==> src/rtl/antfarm_pkg.sv <==
// Shared antfarm constants and types: cell-code width, grid dimensions and the
// scanner state encoding used by the grid RAM, scanner and display decoder.
package antfarm_pkg;

   localparam int CELL_W    = 5;
   localparam int GRID_COLS = 16;
   localparam int GRID_ROWS = 8;

   typedef logic [CELL_W-1:0] cell_t;

   typedef enum logic [1:0] {
      ST_IDLE,
      ST_SCAN,
      ST_DRAIN,
      ST_COMMIT
   } scan_state_t;

   // Index width that stays at least one bit for degenerate sizes.
   function automatic int idx_width(input int n);
      return (n > 1) ? $clog2(n) : 1;
   endfunction

endpackage

==> src/rtl/grid_view_scanner_refresh_timer.sv <==
// Free-running modulo-DIV counter; tick is high on the terminal count, once
// every DIV clocks, with the first tick DIV-1 clocks after reset release.
module refresh_timer
   import antfarm_pkg::*;
#(
   parameter int  DIV = 50000,
   localparam int CW  = idx_width(DIV)
) (
   input  logic clk,
   input  logic rst,
   output logic tick
);

   logic [CW-1:0] count_reg;

   assign tick = (count_reg == CW'(DIV - 1));

   always_ff @(posedge clk) begin
      if (rst) begin
         count_reg <= '0;
      end else if (tick) begin
         count_reg <= '0;
      end else begin
         count_reg <= count_reg + CW'(1);
      end
   end

endmodule

==> src/rtl/grid_view_scanner.sv <==
// Reads a window of DIGITS cells from one grid row into shadow registers and
// commits them to the display outputs atomically, once per refresh or request.
module grid_view_scanner
   import antfarm_pkg::*;
#(
   parameter int  COLS        = GRID_COLS,
   parameter int  ROWS        = GRID_ROWS,
   parameter int  DIGITS      = 6,
   parameter int  REFRESH_DIV = 50000,
   localparam int COL_W       = idx_width(COLS),
   localparam int ROW_W       = idx_width(ROWS),
   localparam int K_W         = idx_width(DIGITS)
) (
   input  logic                       clk,
   input  logic                       rst,
   input  logic [ROW_W-1:0]           view_row,
   input  logic [COL_W-1:0]           view_col,
   input  logic                       refresh_req,
   output logic                       rd_en,
   output logic [ROW_W+COL_W-1:0]     rd_addr,
   input  logic [CELL_W-1:0]          rd_data,
   output logic [CELL_W*DIGITS-1:0]   cells,
   output logic                       busy,
   output logic                       frame_done
);

   scan_state_t state_reg, state_next;

   logic [ROW_W-1:0]          row_f_reg;
   logic [COL_W-1:0]          col_ptr_reg;
   logic [K_W-1:0]            k_reg;
   logic                      pending_reg;
   logic                      rd_valid_reg;
   logic [K_W-1:0]            rd_idx_reg;
   cell_t                     shadow_reg [DIGITS];
   logic [CELL_W*DIGITS-1:0]  cells_reg;
   logic                      frame_done_reg;

   logic tick;
   logic start_req;
   logic start;
   logic last_read;

   refresh_timer #(
      .DIV  (REFRESH_DIV)
   ) u_refresh_timer (
      .clk  (clk),
      .rst  (rst),
      .tick (tick)
   );

   assign start_req = tick | refresh_req;
   assign start     = (state_reg == ST_IDLE) && (start_req || pending_reg);
   assign last_read = (k_reg == K_W'(DIGITS - 1));

   always_ff @(posedge clk) begin
      if (rst) begin
         state_reg <= ST_IDLE;
      end else begin
         state_reg <= state_next;
      end
   end

   always_comb begin
      state_next = state_reg;
      case (state_reg)
         ST_IDLE:   if (start) state_next = ST_SCAN;
         ST_SCAN:   if (last_read) state_next = ST_DRAIN;
         ST_DRAIN:  state_next = ST_COMMIT;
         ST_COMMIT: state_next = ST_IDLE;
         default:   state_next = ST_IDLE;
      endcase
   end

   always_comb begin
      rd_en   = 1'b0;
      rd_addr = '0;
      busy    = 1'b0;
      case (state_reg)
         ST_SCAN: begin
            rd_en   = 1'b1;
            rd_addr = {row_f_reg, col_ptr_reg};
            busy    = 1'b1;
         end
         ST_DRAIN, ST_COMMIT: busy = 1'b1;
         default: ;
      endcase
   end

   // col_ptr_reg holds the frame's latched view_col and then walks the window;
   // its natural overflow gives the silent column wrap.
   always_ff @(posedge clk) begin
      if (rst) begin
         row_f_reg      <= '0;
         col_ptr_reg    <= '0;
         k_reg          <= '0;
         pending_reg    <= 1'b0;
         rd_valid_reg   <= 1'b0;
         rd_idx_reg     <= '0;
         cells_reg      <= '0;
         frame_done_reg <= 1'b0;
         for (int i = 0; i < DIGITS; i++) begin
            shadow_reg[i] <= '0;
         end
      end else begin
         if (start) begin
            row_f_reg   <= view_row;
            col_ptr_reg <= view_col;
            k_reg       <= '0;
         end else if (state_reg == ST_SCAN) begin
            col_ptr_reg <= col_ptr_reg + COL_W'(1);
            k_reg       <= k_reg + K_W'(1);
         end

         // A start taken in IDLE absorbs any simultaneous request.
         if (state_reg != ST_IDLE && start_req) begin
            pending_reg <= 1'b1;
         end else if (start) begin
            pending_reg <= 1'b0;
         end

         rd_valid_reg <= (state_reg == ST_SCAN);
         rd_idx_reg   <= k_reg;
         for (int i = 0; i < DIGITS; i++) begin
            if (rd_valid_reg && rd_idx_reg == K_W'(i)) begin
               shadow_reg[i] <= rd_data;
            end
         end

         frame_done_reg <= (state_reg == ST_COMMIT);
         if (state_reg == ST_COMMIT) begin
            for (int i = 0; i < DIGITS; i++) begin
               cells_reg[CELL_W*i +: CELL_W] <= shadow_reg[i];
            end
         end
      end
   end

   assign cells      = cells_reg;
   assign frame_done = frame_done_reg;

endmodule

==> config.mk <==
export PLATFORM = sky130hd
export DESIGN_NAME = grid_view_scanner
export DESIGN_NICKNAME = d
export VERILOG_FILES = /design/src/rtl/antfarm_pkg.sv /design/src/rtl/grid_view_scanner_refresh_timer.sv /design/src/rtl/grid_view_scanner.sv
export SDC_FILE = /design/constraint.sdc
export NUM_CORES = 1
export LEC_CHECK = 0
export ABC_AREA = 0
export CORE_ASPECT_RATIO = 1.75
export CORE_MARGIN = 4
export CORE_UTILIZATION = 45
export CTS_CLUSTER_DIAMETER = 120
export DETAILED_ROUTE_END_ITERATION = 7
export GPL_ROUTABILITY_DRIVEN = 0
export PLACE_DENSITY = 0.67
export SYNTH_ARGS = -nofsm -noshare
export SYNTH_HDL_FRONTEND = slang
export SYNTH_SLANG_ARGS = --single-unit
==> constraint.sdc <==
create_clock -name clk -period 2.06 [get_ports clk]
set_clock_uncertainty 0.05 [all_clocks]
set_input_delay 0.206 -clock clk [delete_from_list [all_inputs] [get_ports clk]]
set_output_delay 0.206 -clock clk [all_outputs]
set_load 0.02 [all_outputs]
==> reports/metrics.yaml <==
power_and_ir_drop:
  power.total_w: 0.00475
  p_per_area_nw_per_um2: 976
  switching_share_pct: 27.3
  seq_power_share_pct: 46.2
  p_leak_nw: 1.78
  p_int_w: 0.00345
  pwr-share-comb_pct: 19.8
  ir_drop_mv: 0.644
  clockPowerShare_pct: 34.0
  switchingPower_w: 0.00130
cells_and_area:
  diodes: 0
  fillers: 771
  multi_input_area_um2: 1620
  fin_nets: 430
  design_area_um2: 4860
  drive_above_1_share_pct: 9.49
  register_area_um2: 2180
  area_growth_pct: 25.5
cts:
  hold_buffers: 0
  htree_num_levels: 3
  cts_buffers: 9
  cts_root_buf: "clkbuf_16"
  cts_buffer_depth: 2
  clock_latency_ns: 0.34
  clock-sinks: 94
  cts.clk_slew.worst_paths_ns: 0.07
  cts_tree: "built"
worst_setup_path:
  worstSetupPathType: "register to primary output"
  ff2ff_path_depth: 5
  worst_path_max_delay_cell: "clkdlybuf4s50_1"
  cp-end-kind: "primary output"
  cp_cell_sequence: "inv_1, ha_4, clkdlybuf4s50_1"
  start_kind: "register"
  worstPathArrival_ns: 1.67
  r2r_slack_ns: 0.21
  path_max_fanout: 12
  slowest_delay_ns: 0.63
  worstPathRequired_ns: 1.80
global_route:
  grtUsageMet2_pct: 27.2
  grt_usage_pct: 15.0
  grt_use_met1_pct: 16.1
  grt_pass1_wl_um: 11800
  grt_use_met3_pct: 4.12
  busiest_layer: "met2"
  grt_overflow_total: 0
  grt_pass1_vias: 2538
  antenna_found_initial: 0
  grt_start_max_net_pins: 34
sta:
  final_hold_viol_count: 0
  tightest_slew_ns: 0.431
  rsz0062_at_grt: "no"
  clock.fmax_mhz: 519
  finalWorstSetupSlack_ns: 0.132
  setup_violations: 0
  fin_crit_ns: 1.93
  setup_tns_ns: 0
  whs_ns: 0.176
  fin_crit_sh_pct: 93.6
  max-slew-margin-rel_pct: 71.2
  slew_violations: 0
logic_synthesis:
  yosysMostFrequentCell: "dfxtp_1"
  ys_top_cells_by_area: "dfxtp_1 33%, edfxtp_1 23%, mux2i_1 9.3%, and2_1 6.0%, nor2_1 5.4%"
  synth-simple-area-share_pct: 21.5
  yosys_warnings: 0
  synth_area_um2: 3880
  yosysTopAreaCell: "dfxtp_1"
  synth_top_family_by_area: "simple AND/OR/NAND/NOR gates"
  synth_top_flop_cell: "dfxtp_1"
  synth_compound_area_share_pct: 2.58
  avgSynthCellArea_um2: 11.1
  yosysSeqAreaShare_pct: 56.3
  synth_top_area_share_pct: 33.0
  synth_edf_count: 30
  ys_seq_elements: 94
  synthCells: 349
  synth.distinct_cells: 39
  synth-xor-area-share_pct: 4.07
  async_flop_share_pct: 0
  synthAdderAreaFrac_pct: 2.90
  synth_common_cells: "64 x dfxtp_1, 56 x nor2_1, 37 x and2_1"
  synthMuxAreaShare_pct: 10.5
  synth.net_count: 373
floorplanning:
  rows: 44
  start_util_pct: 46.3
  die_h_um: 131
  dieArea_um2: 10200
  core_area_um2: 8370
  chipWidth_um: 78.2
  ios: 55
place:
  dp_hpwl_um: 5020
  place_ws_ns: 0.152
  port_buffers: 54
  placed_cell_area_um2: 4560
route:
  routed-via-count: 2520
  wl_per_cell_um: 13.3
  viasPerCell: 4.79
  drt_wl_total_um: 6980
  detail-route-antenna-nets: 0
  dr.pass1.iters: 4
  drc: 0
  drt-initial-drc-count: 133
flow_run:
  maxCapViolations: 0
min_path:
  holdPathStages: 2
  hp-class: "primary input to register"
status:
  outcome: "complete, no violations"
## cells in the final DEF, fill, tap and decap left out, types with 5 or more instances in the layout
| cell | instances |
|---|---|
| dfxtp_1 | 64 |
| nor2_1 | 56 |
| clkdlybuf4s50_1 | 45 |
| and2_1 | 37 |
| mux2i_1 | 36 |
| edfxtp_1 | 30 |
| xnor2_1 | 13 |
| nand2b_1 | 12 |
| nor2b_1 | 10 |
| clkbuf_16 | 10 |
| inv_1 | 8 |
| dlygate4sd2_1 | 8 |
| nand2_1 | 7 |
| ha_1 | 7 |
| nor3_1 | 6 |
| xor2_1 | 5 |
| buf_4 | 5 |
## power by group through the flow
stage          combinational, W  clock [W]  sequential [W]
6_report               0.000942    0.00161         0.00219
4_1_cts                0.000967    0.00166         0.00219
5_1_grt                 0.00104    0.00174         0.00222
3_5_place_dp           0.000966          0         0.00223
3_3_place_gp           0.000941          0         0.00223
2_1_floorplan          0.000596          0         0.00224
## cell type report
type / count / share of cell area, %
clock buffers: 11 / 5.43
clock inverters: 5 / 0.797
inverters: 8 / 0.617
multi-input cells: 233 / 33.4
flip-flops and latches: 94 / 44.9
well taps: 115 / 2.96
repair buffers: 60 / 12.0
## cell families (layout without fill, tap and decap cells)
group                    after synthesis  in the layout
AO/OA/AOI/OAI                         12             12
XOR/XNOR                              18             18
adder cells (fa/ha/maj)                9              9
flip-flops                            94             94
AND/OR/NAND/NOR                      154            154
multiplexers                          40             40
buffers and inverters                 22             84
## metal layers
layer  vias to the layer above  share of wire, %
li1                       1295                 -
met1                      1163                40
met2                        50                54
met3                        12               4.2
met4                         0               2.4
met5                         -                 0
## what timing repair did
item	4_1_cts	5_1_grt
hold endpoints to repair	0	0
gates resized for setup	10	0
setup buffers	0	0
endpoints found under the setup margin	9	0
## critical path, delay by kind of cell (launching register included)
kind | cells | cell delay [ns]
flip-flops | 1 | 0.34
adder cells (fa/ha/maj) | 1 | 0.22
buffers and inverters | 2 | 0.77
## per-stage QoR
step	utilization, %	cells
final	58.1	526
after global routing	58.1	526
after CTS	58.1	526
after detailed placement	54.5	510
after global placement	54.5	510
after floorplan	-	349
## path summary, 6_finish.rpt
path | end | start
min reg2reg | u_refresh_timer.count_reg[0] | u_refresh_timer.count_reg[0]
min | cells[27] | rst
max reg2reg | col_ptr_reg[3] | u_refresh_timer.count_reg[0]
max | rd_en | state_reg[1]
No activity file was read; power rests on OpenSTA's default activity.
